$ cat config.mk
export PLATFORM = sky130hd
export DESIGN_NAME = uart_tx_feeder
export DESIGN_NICKNAME = d
export VERILOG_FILES = /design/src/rtl/uart_tx_feeder.sv
export SDC_FILE = /design/constraint.sdc
export NUM_CORES = 1
export LEC_CHECK = 0
export BUFFER_PORTS_ARGS = -buffer_cell sky130_fd_sc_hd__buf_2
export CAP_MARGIN = 0
export CORE_MARGIN = 2
export CORE_UTILIZATION = 60
export CTS_BUF_LIST = sky130_fd_sc_hd__clkbuf_8
export DETAILED_ROUTE_END_ITERATION = 8
export PLACE_DENSITY = 0.81
export SLEW_MARGIN = 10
export SYNTH_ARGS = -nofsm -noshare
export SYNTH_HDL_FRONTEND = slang
export SYNTH_SLANG_ARGS = --single-unit
$ cat constraint.sdc
create_clock -name clk_i -period 4.5 [get_ports clk_i]
set_input_delay 0.9 -clock clk_i [delete_from_list [all_inputs] [get_ports clk_i]]
set_output_delay 0.9 -clock clk_i [all_outputs]
set_load 0.05 [all_outputs]
$ cat src/rtl/uart_tx_feeder.sv
// Byte FIFO feeding the UART transmit path one byte at a time, pacing each
// byte on the TX path's done flag with a per-phase timeout.
module uart_tx_feeder #(
   parameter int DEPTH_LOG2  = 4,
   parameter int EN_HOLD     = 8,
   parameter int TIMEOUT_CYC = 65535
) (
   input  logic                  clk_i,
   input  logic                  rst_n_i,
   input  logic [7:0]            wr_data_i,
   input  logic                  wr_en_i,
   output logic                  full_o,
   output logic                  empty_o,
   output logic [DEPTH_LOG2:0]   level_o,
   output logic                  ovf_o,
   output logic [7:0]            uart_tx_data_o,
   output logic                  uart_tx_en_o,
   input  logic                  uart_tx_done_i,
   output logic                  busy_o,
   output logic                  timeout_o
);

   localparam int DEPTH  = 1 << DEPTH_LOG2;
   localparam int HOLD_W = $clog2(EN_HOLD + 1);
   localparam logic [DEPTH_LOG2:0] FULL_LEVEL   = {1'b1, {DEPTH_LOG2{1'b0}}};
   localparam logic [HOLD_W-1:0]   HOLD_LOAD    = HOLD_W'(EN_HOLD - 1);
   localparam logic [16:0]         TIMEOUT_LAST = 17'(TIMEOUT_CYC - 1);

   typedef enum logic [1:0] {
      ST_IDLE,
      ST_STROBE,
      ST_WAIT_LOW,
      ST_WAIT_HIGH
   } state_t;

   logic [7:0]            mem_q [DEPTH];
   logic [DEPTH_LOG2-1:0] wrPtr_q;
   logic [DEPTH_LOG2-1:0] rdPtr_q;
   logic [DEPTH_LOG2:0]   level_q;
   logic [DEPTH_LOG2:0]   level_d;
   logic                  ovf_q;
   logic                  push;
   logic                  pop;

   state_t                state_q;
   logic [HOLD_W-1:0]     holdCnt_q;
   logic [16:0]           toCnt_q;
   logic [7:0]            txData_q;
   logic                  txEn_q;
   logic                  busy_q;
   logic                  timeout_q;

   assign full_o         = (level_q == FULL_LEVEL);
   assign empty_o        = (level_q == '0);
   assign level_o        = level_q;
   assign ovf_o          = ovf_q;
   assign uart_tx_data_o = txData_q;
   assign uart_tx_en_o   = txEn_q;
   assign busy_o         = busy_q;
   assign timeout_o      = timeout_q;

   // A write while full is dropped even if the FSM pops in the same cycle.
   assign push = wr_en_i && !full_o;
   assign pop  = (state_q == ST_IDLE) && !empty_o;

   always_comb begin
      level_d = level_q;
      case ({push, pop})
         2'b10:   level_d = level_q + 1'b1;
         2'b01:   level_d = level_q - 1'b1;
         default: level_d = level_q;
      endcase
   end

   always_ff @(posedge clk_i) begin
      if (push) begin
         mem_q[wrPtr_q] <= wr_data_i;
      end
   end

   always_ff @(posedge clk_i or negedge rst_n_i) begin
      if (!rst_n_i) begin
         wrPtr_q <= '0;
         rdPtr_q <= '0;
         level_q <= '0;
         ovf_q   <= 1'b0;
      end else begin
         if (push) begin
            wrPtr_q <= wrPtr_q + 1'b1;
         end
         if (pop) begin
            rdPtr_q <= rdPtr_q + 1'b1;
         end
         level_q <= level_d;
         ovf_q   <= wr_en_i && full_o;
      end
   end

   // Timeout counter restarts at each handshake phase and fires on its last count.
   always_ff @(posedge clk_i or negedge rst_n_i) begin
      if (!rst_n_i) begin
         state_q   <= ST_IDLE;
         holdCnt_q <= '0;
         toCnt_q   <= '0;
         txData_q  <= 8'h00;
         txEn_q    <= 1'b0;
         busy_q    <= 1'b0;
         timeout_q <= 1'b0;
      end else begin
         timeout_q <= 1'b0;
         case (state_q)
            ST_IDLE: begin
               if (pop) begin
                  txData_q  <= mem_q[rdPtr_q];
                  holdCnt_q <= HOLD_LOAD;
                  txEn_q    <= 1'b1;
                  busy_q    <= 1'b1;
                  state_q   <= ST_STROBE;
               end
            end
            ST_STROBE: begin
               if (holdCnt_q == '0) begin
                  txEn_q  <= 1'b0;
                  toCnt_q <= '0;
                  state_q <= ST_WAIT_LOW;
               end else begin
                  holdCnt_q <= holdCnt_q - 1'b1;
               end
            end
            ST_WAIT_LOW: begin
               if (!uart_tx_done_i) begin
                  toCnt_q <= '0;
                  state_q <= ST_WAIT_HIGH;
               end else if (toCnt_q == TIMEOUT_LAST) begin
                  timeout_q <= 1'b1;
                  busy_q    <= 1'b0;
                  state_q   <= ST_IDLE;
               end else begin
                  toCnt_q <= toCnt_q + 1'b1;
               end
            end
            ST_WAIT_HIGH: begin
               if (uart_tx_done_i) begin
                  busy_q  <= 1'b0;
                  state_q <= ST_IDLE;
               end else if (toCnt_q == TIMEOUT_LAST) begin
                  timeout_q <= 1'b1;
                  busy_q    <= 1'b0;
                  state_q   <= ST_IDLE;
               end else begin
                  toCnt_q <= toCnt_q + 1'b1;
               end
            end
            default: begin
               txEn_q  <= 1'b0;
               busy_q  <= 1'b0;
               state_q <= ST_IDLE;
            end
         endcase
      end
   end

endmodule

# After elaboration in Yosys (flattened, before gate mapping)
# Memory sizes are Yosys's and may differ from the RTL's. A register that Yosys moved wholly into a read port is not among the register bits.
# Cells that the tools add are included.
# word_totals
ff_bits	40
ramBits	128
in_bits	12
out_inout_bits	19
wordCells	76
memories	1
# memory_table
name	words	width	rd	rd_clocked_by_memory_dff	wr	line_no	rtl
mem_q	16	8	1	1	1	36	logic [7:0] mem_q [DEPTH];
# op_classes
n_addsub	6
eq_ne	12
muxes	28
reduce_logical	19
# op_table
operator	n
$mux W17	4
$pmux W17 S3	1
$add A17 B1 Y17 const B	1
$eq A17 B16 Y1 const B	1
$reduce_and A3 Y1	4
$mux W1	10
$mux W2	5
$ne A2 B2 Y1 const B	5
$pmux W5 S2	1
$add A4 B1 Y4 const B	2
$mux W4	2
$pmux W2 S4	1
$pmux W4 S2	1
$eq A2 B2 Y1 const B	3
$reduce_bool A3 Y1	2
$add A5 B1 Y5 const B	1
$eq A5 B5 Y1 const B	1
$logic_not A5 Y1	1
$sub A5 B1 Y5 const B	1
$eq A2 B1 Y1 const B	2
$logic_not A4 Y1	1
$pmux W1 S2	2
$reduce_and A2 Y1	2
$reduce_bool A2 Y1	2
5 further kinds	9

# Longest topological paths before layout
# Gate-level depths: netlist (run 1).
# depth
ltp_word	5
ltp_mapped	13
depth_no_buf	12

# Least setup slack after synthesis (run 1)
# No wires, ideal clock.
# synth_timing
path_type	register to register
from	register level_q[0], in the netlist level_o[0]
to	register level_q[4], in the netlist level_o[4]
setup_ps	143
arrival_ps	3019
required_ps	4357
slack_ps	1338
stages_incl_launch_ff	14
path_buffers	1
period_less_slack_ps	3162
cell_sequence	dfrtp_1 > nor4_1 > nand2_1 > and2_1 > clkbuf_1 > inv_1 > ha_1 > inv_1 > fa_1 > nor2b_1 > o21ai_0 > nand3_1 > or3b_2 > xnor2_1
# synth_between
elab_chain_len	5
elab_cells_between_ends	12
cone_classes	add/sub: 2; eq/ne: 3; mux: 1; reduce/logical: 6
# synth_rtl
item	line_no	rtl
from (decl)	39	logic [DEPTH_LOG2:0] level_q;
from (signal assigned)	94	level_q <= level_d;
$eq A5 B5 Y1 / $logic_not A5 Y1 (equally long branches)	53, 54	
$logic_not A1 Y1 (on tied branches)	63, 64	
$logic_and A1 B1 Y1 (on tied branches)	63, 64	
$eq A2 B1 Y1 / $eq A2 B2 Y1 (equally long branches)	68	case ({push, pop})
$pmux W5 S2 / $reduce_bool A2 Y1 (equally long branches)	--	
# Parallel ways exist; a longest one is shown, timed or not.
# A chain may end at the register's enable or synchronous reset.

# Final worst setup path (run 1)
# layout_timing
from	register level_q[0], in the netlist level_o[0]
to	register level_q[4], in the netlist level_o[4]
# layout_between
elab_chain_len	5
elab_cells_between_ends	12
cone_classes	add/sub: 2; eq/ne: 3; mux: 1; reduce/logical: 6
# layout_rtl
item	line_no	rtl
$logic_not A5 Y1 (*)	54	assign empty_o = (level_q == '0);
$logic_not A1 Y1 (*)	64	assign pop = (state_q == ST_IDLE) && !empty_o;
$logic_and A1 B1 Y1 (*)	64	
named net pop	43	logic pop;
$eq A2 B1 Y1 / $eq A2 B2 Y1 (equally long branches)	68	
$pmux W5 S2 / $reduce_bool A2 Y1 (equally long branches)	--	
# The timed path passes the listed nets; every way through them passes the cells marked *.

==> flow_summary.json, run 1 <==
{
  "status": "completed",
  "worst-endpoint-arrival_ns": 4.27,
  "synth_nets": 514,
  "cts.htree.levels": 4,
  "antenna_left": 0,
  "numCtsBuffers": 17,
  "fin_crit_ns": 3.90,
  "fillers": 844,
  "antenna_found_initial": 0,
  "timing.critical_path.fanout_max": 11,
  "synth.top_cell.area_share_pct": 50.8,
  "place_congestion": 0.880,
  "syn-instance-count": 484,
  "die_width_um": 116,
  "timing.fmax_mhz": 256,
  "hold_viol": 0,
  "p_per_area_mw_per_mm2": 624,
  "n_antenna_cell": 0,
  "area.growth.synth_to_final_pct": 9.10,
  "grt_max_degree": 49,
  "coreArea_mm2": 0.0125,
  "synth_ff_type": "edfxtp_1",
  "yosysUniqueCellTypes": 54,
  "dp_hpwl_mm": 9.23,
  "seq_area_mm2": 0.00505,
  "async_reset_ff_share_pct": 27.3,
  "hold_depth": 2,
  "yosysWarnings": 0,
  "cpMaxStageDelayCell": "nor2b_1",
  "ctsResizeCount": 0,
  "critPathLaunchType": "flip-flop",
  "drv_slew": 0,
  "ys_ff_latch": 176,
  "dp_cells": 670,
  "final_cells": 702,
  "power.leakage_nw": 3.02,
  "synth_area_mm2": 0.00756,
  "path_clk_slew_ns": 0.10,
  "grt_overflow": 0,
  "synth.most_common_cell": "edfxtp_1",
  "crit_cells": 11,
  "pre_cts_ws_ns": 0.669,
  "clock_skew_ns": 0.0101,
  "postCtsHoldBufs": 0,
  "first_pass_iters": 5,
  "syn_area_per_cell_um2": 15.6,
  "worst_path_largest_cell_delay_ns": 0.55,
  "yosys-top-cells-count": "128 x edfxtp_1, 48 x dfrtp_1, 40 x nand2_1",
  "path_cells": "nor4_1, nor2b_1, nand2b_1, inv_1, ha_1, ha_1, nor2b_1, o21ai_0, a21oi_1, or3b_2, xnor2_1",
  "setup_viol": 0,
  "nNetsFinal": 547,
  "dieArea_mm2": 0.0135,
  "drive_above_1_share_pct": 20.6,
  "cp_num_buf_inv": 1,
  "cp_top_family": "simple AND/OR/NAND/NOR gates",
  "track_usage_pct": 22.4,
  "reg2regPathDepth": 11,
  "peakVddDrop_uv": 326,
  "root_buffer": "clkbuf_8",
  "cts_tree": "done",
  "rsz0062_at_grt": "no",
  "cap_violations": 0,
  "setup_tns_ns": 0,
  "port_buffers": 30,
  "io_pins": 31,
  "ys_seq_area_share_pct": 66.7,
  "drt-total-wl_mm": 14.0,
  "final.setup.worst_slack_ns": 0.597,
  "endpoint_kind": "flip-flop",
  "synth_top_area_cell": "edfxtp_1",
  "rrSetupSlack_ns": 0.60,
  "grt_pass1_wl_mm": 21.9,
  "fin_crit_sh_pct": 86.7,
  "start_util_pct": 60.6,
  "num_vias": 4224,
  "min_path_type": "reg2reg",
  "wire_per_inst_um": 20.0,
  "setup.worst_path.class": "reg2reg",
  "clkSinkCount": 176,
  "routed_via_density": 6.02,
  "num_rows": 41,
  "netlist_top_cells_area": "edfxtp_1 51%, dfrtp_1 16%, mux4_2 9.5%, ha_1 2.8%, mux2i_1 2.4%",
  "first_global_vias": 4338,
  "required_ns": 4.87,
  "cts_buffer_depth": 2,
  "clock_latency_ns": 0.47,
  "drc": 0,
  "die_h_um": 116,
  "multi_input_area_mm2": 0.00238,
  "worstMarginPinSlew_ns": 1.10,
  "cts_setup_buffers": 0,
  "maxSlewHeadroom_pct": 26.6,
  "drtIter0Drc": 376,
  "synth_edf_count": 128
}
sequential cells by signal, indices dropped and copies added (netlist names), 2 cells and up:
register        count
mem_q             128
toCnt_q            17
uart_tx_data_o      8
level_o             5
holdCnt_q           4
rdPtr_q             4
wrPtr_q             4
state_q             2
where the power goes:
part | switching [W] | internal, W
Combinational | 0.00106 | 0.000758
Clock | 0.000603 | 0.000398
Sequential | 0.000312 | 0.00201
layer usage:
layer / up-vias / global-route usage (%) / wire length [um]
met5: - / 0 / 0
met4: 0 / 11.9 / 313
met3: 30 / 5.03 / 775
met2: 145 / 38.1 / 7530
met1: 2125 / 26.9 / 5410
li1: 1924 / - / -
worst reg2reg max path, cell delays in order (launching register included):
cell and delay [ns]:
dfrtp_1 0.44, nor4_1 0.41, nor2b_1 0.55, nand2b_1 0.51
inv_1 0.21, ha_1 0.29, ha_1 0.34, nor2b_1 0.14
o21ai_0 0.21, a21oi_1 0.10, or3b_2 0.45, xnor2_1 0.13
path summary, 6_finish.rpt:
path,start,endpoint
hold / removal,uart_tx_data_o[6]$_DFFE_PN0P_,uart_tx_data_o[6]$_DFFE_PN0P_
min in group asynchronous,rst_n_i,timeout_o$_DFF_PN0_
setup reg to reg,level_o[0]$_DFFE_PN0P_,level_o[4]$_DFFE_PN0P_
setup / recovery,level_o[0]$_DFFE_PN0P_,level_o[4]$_DFFE_PN0P_
max in group asynchronous,rst_n_i,rdPtr_q[0]$_DFFE_PN0P_
hold reg to reg,uart_tx_data_o[6]$_DFFE_PN0P_,uart_tx_data_o[6]$_DFFE_PN0P_
final cells by class:
| cell class | count | area share [%] |
|---|---|---|
| multi-input cells | 271 | 28.8 |
| well taps | 172 | 2.61 |
| clock inverters | 15 | 1.50 |
| clock buffers | 17 | 2.84 |
| repair buffers | 36 | 2.37 |
| inverters | 15 | 0.683 |
| flip-flops and latches | 176 | 61.2 |
per-stage QoR:
stage	hold WS, ns	util [%]	instance area (um^2)	total power [W]
after global placement	0.466	63.3	7890	0.00409
after floorplan	0.462	-	7560	0.00369
after detailed placement	0.488	63.3	7890	0.00419
after CTS	0.508	66.2	8250	0.00517
after global routing	0.535	66.2	8250	0.00543
final	0.509	66.2	8250	0.00514
placed cells by master (no fill, tap or decap), drive strengths merged, types with 6 or more instances in the layout:
master / n
buf: 36
o211ai: 7
o21ai: 12
xnor2: 10
dfrtp: 48
o221ai: 8
mux2i: 18
edfxtp: 128
and2: 6
xor2: 10
inv: 23
nand3: 9
mux4: 32
nor2: 29
nand2: 40
clkbuf: 17
ha: 17
nand4: 8
nand2b: 8
nor3: 6
a21oi: 6
kinds of logic (layout without fill, tap and decap cells):
logic type,count (synthesis),in the layout,share of synthesized area [%]
multiplexers,52,52,12.2
adder cells (fa/ha/maj),18,18,3.08
buffers and inverters,37,83,1.90
XOR/XNOR,20,20,2.32
flip-flops,176,176,66.7
AND/OR/NAND/NOR,128,128,8.46
AO/OA/AOI/OAI,53,53,5.30
Power figures use the tool's default switching activity.
==> run 2: changes to the inputs <==
--- a/config.mk
+++ b/config.mk
@@ -9,7 +9,9 @@
 export CAP_MARGIN = 0
+export CELL_PAD_IN_SITES_DETAIL_PLACEMENT = 0
+export CELL_PAD_IN_SITES_GLOBAL_PLACEMENT = 1
 export CORE_MARGIN = 2
-export CORE_UTILIZATION = 60
+export CORE_UTILIZATION = 59
 export CTS_BUF_LIST = sky130_fd_sc_hd__clkbuf_8
 export DETAILED_ROUTE_END_ITERATION = 8
-export PLACE_DENSITY = 0.81
+export PLACE_DENSITY = 0.91
 export SLEW_MARGIN = 10
--- a/constraint.sdc
+++ b/constraint.sdc
@@ -3,2 +3,2 @@
 set_output_delay 0.9 -clock clk_i [all_outputs]
-set_load 0.05 [all_outputs]
+set_load 0.005 [all_outputs]
==> run 2 against run 1 <==
Power decreased by 2.6%. Core utilization is essentially flat. Sequential power barely moved. Count of clock-buffer cells in the layout unchanged. Non-clock buffer count increased by 3. Clock power increased by 11%. Worst setup slack better by 0.18 ns. Clock skew is 0.0031 ns higher. Design area rose by 0.86%. Critical path depth rose by 1. Global-route usage grew 0.82 points. Largest power group unchanged.
==> flow_summary.json, run 2 (same netlist as run 1, synthesis figures left out) <==
{
  "status": "completed",
  "final_cell_area_mm2": 0.00832,
  "place_congestion": 0.847,
  "path_cells": "nor4_1, nor2b_1, buf_4, nand2b_1, inv_1, ha_1, ha_1, nor2b_1, o21ai_0, a21oi_1, or3b_2, xnor2_1",
  "numCtsBuffers": 17,
  "final_common_cell": "edfxtp_1",
  "num_vias": 4216,
  "rsz0062_at_grt": "no",
  "drv_slew": 0,
  "dp_hpwl_mm": 9.56,
  "track_usage_pct": 23.2,
  "hold_viol": 0,
  "antenna_left": 0,
  "clock_latency_ns": 0.46,
  "num_rows": 41,
  "p_sw_share_pct": 34.5,
  "die_h_um": 117,
  "cp_num_buf_inv": 2,
  "die_width_um": 117,
  "drt-total-wl_mm": 14.4,
  "pre_cts_ws_ns": 0.800,
  "clkSinkCount": 176,
  "timing.critical_path.fanout_max": 11,
  "drive_above_1_share_pct": 21.0,
  "antenna_found_initial": 0,
  "drtIter0Drc": 447,
  "worst-endpoint-arrival_ns": 4.08,
  "cts_setup_buffers": 0,
  "routed_via_density": 5.98,
  "setup_tns_ns": 0,
  "timing.fmax_mhz": 269,
  "power.leakage_nw": 3.07,
  "worstMarginPinSlew_ns": 1.13,
  "fin_crit_ns": 3.72,
  "start_util_pct": 60.1,
  "cap_violations": 0,
  "clockPowerShare_pct": 22.1,
  "port_buffers": 30,
  "nNetsFinal": 550,
  "maxSlewHeadroom_pct": 24.9,
  "ctsResizeCount": 0,
  "hold_ws_ns": 0.500,
  "grt_overflow": 0,
  "peakVddDrop_uv": 322,
  "critPathLaunchType": "flip-flop",
  "wire_per_inst_um": 20.5,
  "drc": 0,
  "root_buffer": "clkbuf_8",
  "first_global_vias": 4299,
  "area.growth.synth_to_final_pct": 10.0,
  "grt_max_degree": 49,
  "placed_area_mm2": 0.00791,
  "cts.htree.levels": 4,
  "cpMaxStageDelayCell": "nand2b_1",
  "setup_viol": 0,
  "coreArea_mm2": 0.0126,
  "setup.worst_path.class": "reg2reg",
  "path_clk_slew_ns": 0.09,
  "p_per_area_mw_per_mm2": 602,
  "internal_power_w": 0.00328,
  "combPwrFrac_pct": 31.9,
  "cts_buffer_depth": 2,
  "fin_crit_sh_pct": 82.7,
  "clock_skew_ns": 0.0132,
  "largest_reg_flops": 128,
  "cp_top_family": "simple AND/OR/NAND/NOR gates",
  "postCtsHoldBufs": 0,
  "largest-register": "mem_q",
  "grt_pass1_wl_mm": 22.9,
  "endpoint_kind": "flip-flop",
  "most-common-layout-cells": "128 x edfxtp_1, 47 x dfrtp_1, 40 x nand2_1",
  "n_antenna_cell": 0,
  "worst_path_largest_cell_delay_ns": 0.48,
  "required_ns": 4.85,
  "p_switching_w": 0.00173,
  "cts_tree": "done",
  "final.setup.worst_slack_ns": 0.778,
  "first_pass_iters": 5,
  "io_pins": 31,
  "seq_power_share_pct": 46.0,
  "min_path_type": "reg2reg",
  "dieArea_mm2": 0.0137
}
[run 2: layer usage]
layer  vias to the layer above  GRT usage, %  part of all wire, %
met3                        32          6.28                  5.6
met1                      2114          30.6                   42
met2                       137          36.7                   50
met5                         -             0                    0
li1                       1933             -                    -
met4                         0          10.5                  3.1
[run 2: worst min-delay path: stages, from the launching register on]
cell and delay [ns]:
dfrtp_1 0.36, nand2_1 0.05, o221ai_1 0.06
[run 2: per-stage QoR]
step	power (W)	instances	util, %
floorplan	0.00345	484	-
global placement	0.00386	673	62.9
detailed placement	0.00394	673	62.9
CTS	0.00504	705	66.2
global route	0.00531	705	66.2
finish	0.00501	705	66.2
[run 2: final timing paths]
path | start | end | slack (ns) | cells past startpoint
max | level_o[0]$_DFFE_PN0P_ | level_o[4]$_DFFE_PN0P_ | 0.78 | 12
min | uart_tx_data_o[2]$_DFFE_PN0P_ | uart_tx_data_o[2]$_DFFE_PN0P_ | 0.50 | 2
max reg2reg | level_o[0]$_DFFE_PN0P_ | level_o[4]$_DFFE_PN0P_ | 0.78 | 12
min reg2reg | uart_tx_data_o[2]$_DFFE_PN0P_ | uart_tx_data_o[2]$_DFFE_PN0P_ | 0.50 | 2
max in group asynchronous | rst_n_i | rdPtr_q[0]$_DFFE_PN0P_ | 3.50 | 2
min in group asynchronous | rst_n_i | toCnt_q[15]$_DFFE_PN0P_ | 0.53 | 2
[run 2: area by class of cell]
class / instances / area, um^2
Tap cell: 172 / 215
Clock inverter: 15 / 174
Timing Repair Buffer: 39 / 218
Inverter: 15 / 56.3
Sequential cell: 176 / 5050
Clock buffer: 17 / 234
Multi-Input combinational cell: 271 / 2380
Fill cell: 842 / 4250
[run 2: power by group through the flow]
stage / combinational [W] / sequential, W / clock [W]
3_3_place_gp: 0.00155 / 0.00231 / 0
3_5_place_dp: 0.00160 / 0.00234 / 0
5_1_grt: 0.00177 / 0.00234 / 0.00119
4_1_cts: 0.00161 / 0.00230 / 0.00113
2_1_floorplan: 0.00129 / 0.00217 / 0
6_report: 0.00160 / 0.00230 / 0.00111
==> run 3: changes to the inputs <==
ABC_AREA = 1   (was default)
CORE_UTILIZATION = 51   (was 59)
PLACE_DENSITY = 0.85   (was 0.91)
clock period = 3.56 ns   (was 4.5 ns; I/O delays follow)
==> run 3 against run 2 <==
Sequential power is 19% higher. Worst hold slack worse by 0.21 ns. Synthesized area is 4.5% higher. Register-to-register slack better by 0.06 ns. Critical path depth is 2 higher. Final cell count is 40% higher. Count of clock-buffer cells in the layout is 1 higher. Non-clock buffer count is 5 lower. Worst setup slack better by 0.061 ns. Clock skew is 0.0039 ns lower. Flip-flop and latch count stayed put. Die area is 20% higher.
==> flow_summary.json, run 3 <==
{
  "synth_nets": 789,
  "cap_violations": 0,
  "antenna_left": 0,
  "timing.fmax_mhz": 367,
  "regToRegStartpoint": "state_q[0]$_DFFE_PN0P_",
  "syn-instance-count": 759,
  "coreArea_mm2": 0.0151,
  "drc": 0,
  "timing.critical_path.fanout_max": 13,
  "grt_max_degree": 67,
  "cts_tree": "done",
  "clock_skew_ns": 0.00931,
  "synth.most_common_cell": "nor2_1",
  "postCtsHoldBufs": 0,
  "drtIter0Drc": 486,
  "clkSinkCount": 176,
  "nNetsFinal": 815,
  "yosysUniqueCellTypes": 37,
  "synth_ff_type": "edfxtp_1",
  "async_reset_ff_share_pct": 27.3,
  "fin_crit_sh_pct": 76.4,
  "routed_via_density": 5.49,
  "netlist_top_cells_area": "edfxtp_1 49%, dfrtp_1 15%, nor2_1 7.8%, nand2_1 5.3%, o21ai_0 4.1%",
  "largest_reg_flops": 128,
  "synth_fa_ha_area_share_pct": 2.94,
  "place_congestion": 0.893,
  "setup_viol": 0,
  "drive_above_1_share_pct": 10.7,
  "start_util_pct": 52.2,
  "hold_viol": 0,
  "worst-endpoint-arrival_ns": 3.05,
  "most-common-layout-cells": "165 x nor2_1, 128 x edfxtp_1, 112 x nand2_1",
  "yosys-top-cells-count": "165 x nor2_1, 128 x edfxtp_1, 112 x nand2_1",
  "setup.worst_path.class": "reg2reg",
  "numCtsBuffers": 17,
  "final_common_cell": "nor2_1",
  "wire_per_inst_um": 17.2,
  "min_path_type": "in2async",
  "num_vias": 5411,
  "power.leakage_nw": 3.34,
  "cp-startpoint": "state_q[0]$_DFFE_PN0P_",
  "n_antenna_cell": 0,
  "first_pass_iters": 5,
  "synth_edf_count": 128,
  "path_clk_slew_ns": 0.09,
  "worstMarginPinSlew_ns": 1.04,
  "synth_area_mm2": 0.00790,
  "synth.top_cell.area_share_pct": 48.6,
  "first_global_vias": 5192,
  "synth_xor_area_share_pct": 1.33,
  "synthSimpleGateAreaFrac_pct": 18.6,
  "track_usage_pct": 21.8,
  "largest-register": "mem_q",
  "power.total_w": 0.00662,
  "cts.htree.levels": 4,
  "dieArea_mm2": 0.0165,
  "syn_area_per_cell_um2": 10.4,
  "fin_crit_ns": 2.72,
  "drt-total-wl_mm": 17.0,
  "p_per_area_mw_per_mm2": 775,
  "io_pins": 31,
  "synthMuxAreaShare_pct": 0,
  "cts_setup_buffers": 0,
  "antenna_found_initial": 0,
  "peakVddDrop_uv": 520,
  "dp_hpwl_mm": 11.3,
  "num_rows": 45,
  "critPathLaunchType": "flip-flop",
  "endpoint_kind": "flip-flop",
  "area.growth.synth_to_final_pct": 8.07,
  "required_ns": 3.89,
  "port_buffers": 30,
  "maxSlewHeadroom_pct": 30.5,
  "die_h_um": 128,
  "synth_top_family_by_area": "simple AND/OR/NAND/NOR gates",
  "ctsResizeCount": 0,
  "setup_tns_ns": 0,
  "synth_top_area_cell": "edfxtp_1",
  "ys_seq_area_share_pct": 63.8,
  "drv_slew": 0,
  "root_buffer": "clkbuf_8",
  "grt_pass1_wl_mm": 27.1,
  "yosysWarnings": 0,
  "synth_compound_area_share_pct": 8.38,
  "cts_buffer_depth": 2,
  "rsz0062_at_grt": "no",
  "die_width_um": 128,
  "grt_overflow": 0,
  "status": "completed",
  "clock_latency_ns": 0.45,
  "ys_ff_latch": 176
}
==> run 3: changes by cell type after synthesis, sizes merged, moves of 8 or more <==
| cell | change |
|---|---|
| inv | +39 |
| mux4 | -32 |
| nand2b | -8 |
| o211ai | +9 |
| o221ai | -8 |
| nand3 | +42 |
| xnor2 | -8 |
| nor2 | +142 |
| a21oi | +8 |
| buf | +12 |
| mux2i | -18 |
| o21ai | +67 |
| nand2 | +79 |
==> run 3: area by class of cell <==
| cell class | count | area, um^2 |
|---|---|---|
| Multi-Input combinational cell | 500 | 2470 |
| Fill cell | 1279 | 6610 |
| Sequential cell | 176 | 5050 |
| Clock buffer | 18 | 248 |
| Tap cell | 188 | 235 |
| Clock inverter | 14 | 150 |
| Timing Repair Buffer | 34 | 180 |
| Inverter | 56 | 210 |
==> run 3: worst paths after layout <==
check	endpoint	slack (ns)	depth (start not counted)
setup / recovery	level_o[4]$_DFFE_PN0P_	0.84	14
min in group clk_i	ovf_o$_DFF_PN0_	0.48	3
max in group asynchronous	level_o[4]$_DFFE_PN0P_	2.54	2
hold reg to reg	uart_tx_data_o[1]$_DFFE_PN0P_	0.49	2
setup reg to reg	level_o[4]$_DFFE_PN0P_	0.84	14
hold / removal	toCnt_q[11]$_DFFE_PN0P_	0.29	1
==> run 3: routing by layer <==
metal | up-vias | track usage (%) | routed length [um]
li1 | 2618 | - | -
met1 | 2617 | 30.4 | 7750
met2 | 155 | 34.1 | 7940
met3 | 21 | 5.07 | 980
met4 | 0 | 7.24 | 286
met5 | - | 0 | 0
==> run 3: critical path, stage by stage, from the launching register on <==
cell and delay, ns:
dfrtp_1 0.43, inv_1 0.14, ha_1 0.24, nand2_2 0.15
inv_1 0.31, ha_1 0.34, inv_1 0.08, fa_1 0.35
inv_1 0.07, nand2_1 0.07, nand2_1 0.07, a21oi_1 0.07
xor2_1 0.14, nand2_1 0.06, o21ai_0 0.08
==> run 3: logic make-up after synthesis <==
logic type / Yosys count
and+or+nand+nor: 352
DFF: 176
AOI/OAI and AO/OA: 118
buffers and inverters: 83
adders and majority gates: 18
xor gates and xnor gates: 12
==> run 3: stage by stage <==
step | setup slack, ns | instances | instance area [um^2] | hold WS (ns) | util, %
6_report | 0.839 | 986 | 8540 | 0.291 | 56.4
5_1_grt | 0.512 | 986 | 8540 | 0.305 | 56.4
4_1_cts | 0.798 | 986 | 8540 | 0.291 | 56.4
3_5_place_dp | 0.822 | 954 | 8140 | 0.479 | 53.8
3_3_place_gp | 0.945 | 954 | 8140 | 0.479 | 53.8
2_1_floorplan | 1.20 | 759 | 7900 | 0.416 | -
==> run 3: where the power goes <==
group | switching [W] | internal, W | leakage, nW | total, W
Sequential | 0.000204 | 0.00252 | 1.76 | 0.00273
Clock | 0.000683 | 0.000701 | 0.220 | 0.00138
Combinational | 0.00173 | 0.000775 | 1.36 | 0.00251
